File: src/rtl/lv163_counter4.sv
// lv163_counter4: a 74LV163-style synchronous binary counter that is WIDTH bits wide.
// Reset is asynchronous and active high. Clear and load are synchronous. CEP and CET
// enable counting. TC is the terminal-count output and is gated by CET, so several
// instances can be cascaded without ripple.
// Optional macro LV163_BUS_SWITCH_EN adds a tri-state output switch onto two buses,
// B1 and B2. Each bus has its own active-low enable.
module lv163_counter4 #(
    parameter int unsigned         WIDTH = 4,
    parameter logic [WIDTH-1:0]    INIT  = '0
) (
    input  logic             CP,
    input  logic             Reset,
    input  logic             MR_n,
    input  logic             PE_n,
    input  logic             CEP,
    input  logic             CET,
    input  logic [WIDTH-1:0] D,
`ifdef LV163_BUS_SWITCH_EN
    input  logic             OE1_n,
    input  logic             OE2_n,
    output tri   [WIDTH-1:0] B1,
    output tri   [WIDTH-1:0] B2,
`endif
    output logic [WIDTH-1:0] Q,
    output logic             TC
);

    localparam logic [WIDTH-1:0] ONE = WIDTH'(1);

    logic [WIDTH-1:0] r_q;
    logic [WIDTH-1:0] w_q_next;
    logic             w_all_ones;

    // Next-state selection in pin priority order: clear, then load, then count, then hold
    always_comb begin
        w_q_next = r_q;
        if (!MR_n) begin
            w_q_next = '0;
        end else if (!PE_n) begin
            w_q_next = D;
        end else if (CEP && CET) begin
            w_q_next = r_q + ONE;
        end
    end

    // State register; asynchronous reset discards any pending load or increment
    always_ff @(posedge CP or posedge Reset) begin
        if (Reset) begin
            r_q <= INIT;
        end else begin
            r_q <= w_q_next;
        end
    end

    assign w_all_ones = &r_q;
    assign Q          = r_q;
    // TC has no register stage: it uses the registered Q and the live CET, so a cascade can respond to it in the same cycle
    assign TC         = CET & w_all_ones;

`ifdef LV163_BUS_SWITCH_EN
    // The bus switch is combinational only and does not change Q or TC
    assign B1 = OE1_n ? {WIDTH{1'bz}} : r_q;
    assign B2 = OE2_n ? {WIDTH{1'bz}} : r_q;
`endif

endmodule

File: config.mk
export PLATFORM = sky130hd
export DESIGN_NAME = lv163_counter4
export DESIGN_NICKNAME = d
export VERILOG_FILES = /design/src/rtl/lv163_counter4.sv
export SDC_FILE = /design/constraint.sdc
export NUM_CORES = 1
export LEC_CHECK = 0
export ABC_AREA = 1
export BUFFER_PORTS_ARGS = -buffer_cell sky130_fd_sc_hd__buf_2
export CAP_MARGIN = 20
export CELL_PAD_IN_SITES_DETAIL_PLACEMENT = 0
export CELL_PAD_IN_SITES_GLOBAL_PLACEMENT = 2
export CORE_MARGIN = 1.5
export CORE_UTILIZATION = 20
export DETAILED_ROUTE_END_ITERATION = 8
export PLACE_DENSITY = 0.71
export SLEW_MARGIN = 20
export SYNTH_ARGS = -nofsm -noshare
export SYNTH_HDL_FRONTEND = slang
export SYNTH_SLANG_ARGS = --single-unit
File: constraint.sdc
create_clock -name CP -period 1.3 [get_ports CP]
set_input_delay 0.13 -clock CP [delete_from_list [all_inputs] [get_ports CP]]
set_output_delay 0.13 -clock CP [all_outputs]
set_load 0.02 [all_outputs]
Word level (Yosys, flattened, before mapping)

Index checks and enable logic that the tools add are counted.

Reductions and logical operators: 2
Add/sub/neg operators: 1
Shift operators: 0
Divide/modulo/power cells: 0
Mux-type cells: 3
Bitwise operators: 1
Eq/ne operators: 1
Magnitude comparators: 0
Multipliers: 0

Operators with widths:

| kind                  | number |
|---|---|
| $mux W4               | 3 |
| $add A4 B1 Y4 const B | 1 |
| $reduce_and A4 Y1     | 1 |
| $ne A3 B2 Y1 const B  | 1 |
| $and A1 B1 Y1         | 1 |
| $logic_and A1 B1 Y1   | 1 |

RAM bits: 0
Output and inout port bits: 5
Bits in read-only memories: 0
Bits in registers: 4
Bits in latches: 0
Input bits: 10
Memories: 0
Logic and storage cells: 9

Depth between registers and ports, before layout

Gate-level depths: netlist of the first run.

Word-level depth: 4
Depth in mapped cells: 6

Least setup slack after synthesis of the first run

Ideal clock, no wire load.

Path kind: reg-to-output
From: register r_q[0], in the netlist Q[0]
To: output TC
Required time: 1,170 ps
Cell stages (with the launch flop): 4
Slack: 86 ps
Path buffers: 0
Arrival: 1,084 ps
Cells stage by stage: dfrtp_1 ha_1 nand2_1 nor2_1

Cells in the longest elaborated chain, start to end: 2

Ends and longest elaborated chain:

| element                | line | text |
|---|---|---|
| start, declared        | 30   | `logic [WIDTH-1:0] r_q;` |
| start signal, assigned | 51   | `r_q <= w_q_next;` |
| $reduce_and A4 Y1      | 55   | `assign w_all_ones = &r_q;` |
| $and A1 B1 Y1          | 58   | `assign TC = CET & w_all_ones;` |
| end, declared          | 25   | `output logic TC` |

Every way passes these cells.

Worst setup path after layout of the first run

Same ends and word-level chain as after synthesis.

==> flow_summary_export.csv, run 1 <==
group,metric,value,unit
status,status,"finished, final reports clean",
timing,fin_skew,0.001467,ns
yosys,synth.area.top_cells,"dfrtp_1 (34%), nand2_1 (18%), nand2_4 (7.6%), inv_1 (6.3%), o21ai_0 (5.0%)",
timing,report.final.slew_viol_count,0,
layout,area_delta_synth_final,44.96,%
yosys,synth_commonest_cells,"nand2_1 (14), inv_1 (5), dfrtp_1 (4), nor2_1 (4), o21ai_0 (3)",
cts,clkSlewWorstSetupHoldPaths,0.03,ns
yosys,ys.flop_type,"dfrtp_1",
pwr,leakage,0.0002376,uW
cts,root_buffer,"clkbuf_4",
global_routing,grt_antenna_before_repair,0,
yosys,netlist_area,297.8,um2
critical_path,worstPathRequired,1.17,ns
timing,setup_slack,0.08840,ns
layout,nFillCells,160,
critical_path,cp_top_family,"flip-flops",
yosys,synth_top_area_share,33.61,%
critical_path,cp-end-kind,"primary output",
yosys,synth_largest_area_cell,"dfrtp_1",
die,std_cell_rows,13,
drt,drt_wl_total,760,um
placement,hpwlAfterDp,557.8,um
timing,fmax,825.4,MHz
drt,vias,316,
placement,gp_congestion,0.6648,
drt,firstDrtPassIters,4,
critical_path,worstPathArrival,1.08,ns
critical_path,critPathBufInv,1,
timing,rsz0062_at_grt,"false",
critical_path,critPathMaxFanout,2,
cts,ctsLongestPathBuffers,2,
die,initial_utilization,22.06,%
timing,setup_violations,0,
critical_path,criticalPathCategory,"flop to primary output",
die,coreArea,1350,um2
drt,vias_per_cell,4.158,
cts,cts_buffers,3,
layout,layout.nets,74,
yosys,synth-edff-count,0,
drt,ant_nets,0,
global_routing,grt_use_total,9.657,%
die,die_area,1729,um2
drt,wl_met1,327,um
die,boundaryPins,15,
yosys,synth-seq-cells,4,
placement,dp_slack,0.1784,ns
pwr,irDropWorstVdd,0.3518,mV
timing,tightestPinTransition,0.1954,ns
yosys,seq_area_frac_synth,33.61,%
layout,antennaDiodeCount,0,
layout,largest_reg_flops,4,
yosys,synth_cell_types,13,
pwr,p_per_area,935.4,nW/um2
timing,fin_setup_tns,0,ns
drt,dr_wl_met2,397,um
yosys,syn-instance-count,42,
critical_path,cpPeakStageDelay,0.40,ns
critical_path,start_kind,"flop",
global_routing,first_global_vias,292,
timing,finalCriticalPeriod,1.212,ns
yosys,synthArstFlopShare,100.0,%
global_routing,grt_max_degree,10,
yosys,yosysMostFrequentCell,"nand2_1",
drt,route.met3.wl,35,um
cts,htreeDepth,1,
critical_path,critPathSlowestCell,"dfrtp_2",
layout,final_layout_size_suffix_gt1_share,44.26,%
timing,period_share,93.20,%
yosys,postSynthAreaPerCell,7.090,um2
min_path,hold_class,"input port to flop",
drt,drt-initial-drc-count,2,
yosys,synth_nets,53,
timing,hold_violations,0,
timing,slew_headroom,86.97,%
global_routing,grt_pass1_wl,1269,um
global_routing,overflow,0,
cts,clk_latency,0.23,ns
drt,routed.top_layer,"met3",
die,die_h,41.59,um
cts,cts_tree,"built",
drt,drc,0,
critical_path,crit_chain,"ha_2 -> nand2_2 -> nor2_1 -> buf_4",
yosys,yosys_warnings,0,
placement,io_buffers,14,
drt,wl_per_cell,10.00,um
die,die_w,41.59,um
flow_run,drv_cap,0,
cts,cts_sinks,4,
worst reg2reg max path, stage by stage, from the launching register on:
cell and delay [ns]:
dfrtp_2 0.40, ha_2 0.30, inv_1 0.03, nand2_1 0.04, o21ai_0 0.08, o21ai_1 0.13
cells by family after synthesis:
logic type                 after synthesis  share of synthesized area, %
and+or+nand+nor                         26                         43.70
buffers and inverters                    6                         10.08
AOI/OAI and AO/OA                        5                         8.402
DFF                                      4                         33.61
adders and majority gates                1                         4.201
cell type report:
| type | count | area (um2) | area share [%] |
|---|---|---|---|
| Multi-Input combinational cell | 32 | 172.7 | 40.00 |
| Sequential cell | 4 | 101.3 | 23.48 |
| Timing Repair Buffer | 17 | 97.59 | 22.61 |
| Clock buffer | 3 | 22.52 | 5.217 |
| Inverter | 5 | 18.77 | 4.348 |
| Tap cell | 15 | 18.77 | 4.348 |
per-stage QoR:
step | hold WS [ns] | utilization [%] | power, uW | cells | instance area [um2]
2_1_floorplan | -0.1039 | - | 211.5 | 42 | 297.8
3_3_place_gp | 0.02119 | 27.80 | 246.6 | 70 | 375.4
3_5_place_dp | 0.01134 | 27.80 | 245.3 | 70 | 375.4
4_1_cts | 0.1866 | 31.42 | 408.8 | 76 | 424.2
5_1_grt | 0.2327 | 31.97 | 427.1 | 76 | 431.7
6_report | 0.1904 | 31.97 | 403.8 | 76 | 431.7
cells in the final DEF, fill, tap and decap left out, types with 2 or more instances in the layout:
cell / instances
buf_4: 3
dfrtp_1: 3
nand3_1: 2
o21ai_0: 3
inv_1: 5
nand2_1: 13
o21ai_1: 2
nor2_2: 2
buf_2: 13
clkbuf_4: 3
nand2_4: 2
nor2_1: 4
timing repair:
| item | CTS | global route |
|---|---|---|
| setup endpoints to repair | 1 | 1 |
| cloned | 0 | 0 |
| hold endpoints to repair | 4 | 0 |
| gates resized for setup | 1 | 3 |
| hold buffers | 1 | 0 |
| buffers inserted | 2 | 0 |
path summary, 6_finish.rpt:
kind                             from  endpoint  slack (ns)  depth (start not counted)
worst max-delay path             Q[0]        TC        0.09                          4
worst min-delay path             D[0]      Q[0]        0.19                          3
worst max register to register   Q[0]      Q[1]        0.24                          5
worst min register to register   Q[3]      Q[3]        0.58                          2
max in group asynchronous       Reset      Q[0]        0.80                          3
min in group asynchronous       Reset      Q[1]        0.34                          3
power by group:
group / total, uW / internal [uW] / switching [uW]
sequential: 147 / 136 / 11.2
combinational: 108 / 45.8 / 62.5
clock: 148 / 103 / 45.2
total: 404 / 285 / 119
metal layers:
metal  track usage [%]  vias up
li1                  -      170
met1             11.26      134
met2             16.25       12
met3             1.739        0
met4             5.806        0
met5                 0        -
(Power assumes the default switching activity.)
==> run 2: changes to the inputs <==
Settings changed: ABC_AREA 1 to unset, CORE_AREA set to 2 2 39 41, CORE_MARGIN 1.5 to unset, CORE_UTILIZATION 20 to unset, DIE_AREA set to 0 0 41 43, PLACE_DENSITY 0.71 to 0.65.
==> run 2 against run 1 <==
  * Clock skew up 0.00083 ns
  * Sequential power fell by 4%
  * Cell area shrank 11%
  * Register-to-register slack worse by 0.08 ns
  * First-iteration DRC count is 100% higher
  * Non-clock buffer count is 1 higher
  * Sequential share of layout area increased by 2.6 points
  * Hold slack worse by 0.041 ns
  * Combinational power is 25% lower
  * Routed wire length fell by 21%
==> flow_summary_export.csv, run 2 <==
group,metric,value,unit
layout,final_cell_mix,"buf_2 (13), dfrtp_1 (4)",
global_routing,grt_antenna_before_repair,0,
drt,drc,0,
layout,layout.nets,59,
pwr,irDropWorstVdd,0.2552,mV
timing,report.final.slew_viol_count,0,
drt,ant_nets,0,
yosys,synth_largest_area_cell,"dfrtp_1",
timing,finalCriticalPeriod,1.213,ns
critical_path,start_kind,"flop",
die,boundaryPins,15,
drt,firstDrtPassIters,4,
drt,drt_wl_total,604,um
critical_path,cp-end-kind,"primary output",
drt,vias_per_cell,4.290,
critical_path,worstPathRequired,1.17,ns
cts,root_buffer,"clkbuf_4",
cts,cts_tree,"built",
die,die_w,41,um
yosys,syn-instance-count,25,
cts,cts_buffers,3,
drt,dr_wl_met2,269,um
layout,final_common_cell,"buf_2",
yosys,synth.area.top_cells,"dfrtp_1 (44%), xor2_1 (7.7%), nand3_1 (6.6%), o21ai_0 (6.6%), ha_1 (5.5%)",
die,die_h,43,um
die,die_area,1763,um2
yosys,synthArstFlopShare,100.0,%
yosys,synth_nets,36,
timing,tightestPinTransition,0.1901,ns
placement,post_dp_cell_area,319.1,um2
cts,ctsLongestPathBuffers,2,
cts,htreeDepth,1,
die,initial_utilization,16.55,%
cts,clkSlewWorstSetupHoldPaths,0.04,ns
yosys,synth_top_area_share,43.72,%
layout,antennaDiodeCount,0,
global_routing,first_global_vias,248,
layout,largest_reg_flops,4,
timing,fin_skew,0.002297,ns
timing,hold_violations,0,
timing,period_share,93.28,%
yosys,synth-seq-cells,4,
flow_run,drv_cap,0,
cts,clk_latency,0.24,ns
yosys,seq_area_frac_synth,43.72,%
global_routing,grt_max_degree,9,
drt,route.met3.wl,75,um
layout,fin_cells,62,
min_path,hold_class,"input port to flop",
timing,fmax,824.6,MHz
yosys,synth_commonest_cells,"dfrtp_1 (4), nand3_1 (3), o21ai_0 (3)",
placement,gp_congestion,0.6183,
timing,rsz0062_at_grt,"false",
global_routing,overflow,0,
layout,postLayoutCellArea,384.1,um2
timing,setup_slack,0.08734,ns
placement,hpwlAfterDp,475.4,um
pwr,leakage,0.0001938,uW
die,coreArea,1384,um2
layout,final_layout_size_suffix_gt1_share,50.00,%
yosys,synth-edff-count,0,
yosys,yosysMostFrequentCell,"dfrtp_1",
yosys,postSynthAreaPerCell,9.159,um2
timing,fin_setup_tns,0,ns
global_routing,grt_use_total,8.853,%
timing,whs,0.1495,ns
drt,routed.top_layer,"met3",
drt,wl_per_cell,9.742,um
die,std_cell_rows,14,
critical_path,critPathMaxFanout,2,
placement,io_buffers,14,
drt,vias,266,
timing,setup_violations,0,
drt,wl_met1,260,um
cts,cts_sinks,4,
placement,dp_slack,0.1916,ns
global_routing,grt_pass1_wl,966,um
critical_path,criticalPathCategory,"flop to primary output",
status,status,"finished, final reports clean",
drt,drt-initial-drc-count,4,
critical_path,worstPathArrival,1.08,ns
yosys,ys.flop_type,"dfrtp_1",
placement,place_inst,55,
timing,slew_headroom,87.24,%
yosys,netlist_area,229.0,um2
yosys,yosys_warnings,0,
layout,area_delta_synth_final,67.76,%
pwr,p_per_area,984.3,nW/um2
yosys,synth_cell_types,15,
[run 2: cell types whose count changed after synthesis, sizes merged, moves of 2 or more]
| cell | delta |
|---|---|
| inv | -3 |
| o21ai | -2 |
| nor2 | -5 |
| xor2 | +2 |
| nand2 | -14 |
[run 2: path summary, 6_finish.rpt]
kind | cells after the start | to | slack, ns | start
min in group asynchronous | 3 | Q[0] | 0.32 | Reset
max reg2reg | 5 | Q[2] | 0.16 | Q[1]
min | 3 | Q[2] | 0.15 | MR_n
max in group asynchronous | 3 | Q[2] | 0.83 | Reset
max | 3 | TC | 0.09 | Q[1]
min reg2reg | 2 | Q[3] | 0.59 | Q[3]
[run 2: logic make-up (layout without fill, tap and decap cells)]
logic type	Yosys count	after routing	synth area share [%]
xor+xnor	2	2	7.652
fa+ha+maj	1	1	5.464
buf+inv	2	23	3.280
simple gates	9	9	21.31
flops	4	4	43.72
compound gates	7	7	18.58
[run 2: critical path: stages (launching register included)]
cell	delay, ns
dfrtp_1	0.37
ha_2	0.19
and4_4	0.16
buf_6	0.12
[run 2: area by class of cell]
class / count / area (um2)
clock buffers: 3 / 22.52
fillers: 165 / 999.7
inverters: 2 / 7.507
multi-input cells: 19 / 125.1
flip-flops and latches: 4 / 100.1
well taps: 16 / 20.02
repair buffers: 18 / 108.9
[run 2: report_power, final]
group          internal, uW  switching [uW]
Combinational          37.3            44.2
Sequential              134            6.85
Clock                   103            52.1
Total                   275             103
[run 2: metrics by stage]
step,total power (uW),utilization [%]
after floorplan,178.1,-
after global placement,213.7,23.06
after detailed placement,212.5,23.06
after CTS,384.3,26.85
after global routing,407.3,27.76
final,378.1,27.76
[run 2: timing repair]
item,in CTS,in global routing
endpoints found under the setup margin,1,1
resized for setup,2,2
pin swaps,0,1
buffers inserted,2,1
hold endpoints to repair,4,0
hold buffers,1,0
[run 2: metal layers]
| metal | track usage [%] | up-vias |
|---|---|---|
| li1 | - | 134 |
| met1 | 11.00 | 121 |
| met2 | 10.31 | 11 |
| met3 | 3.141 | 0 |
| met4 | 10.00 | 0 |
| met5 | 0 | - |
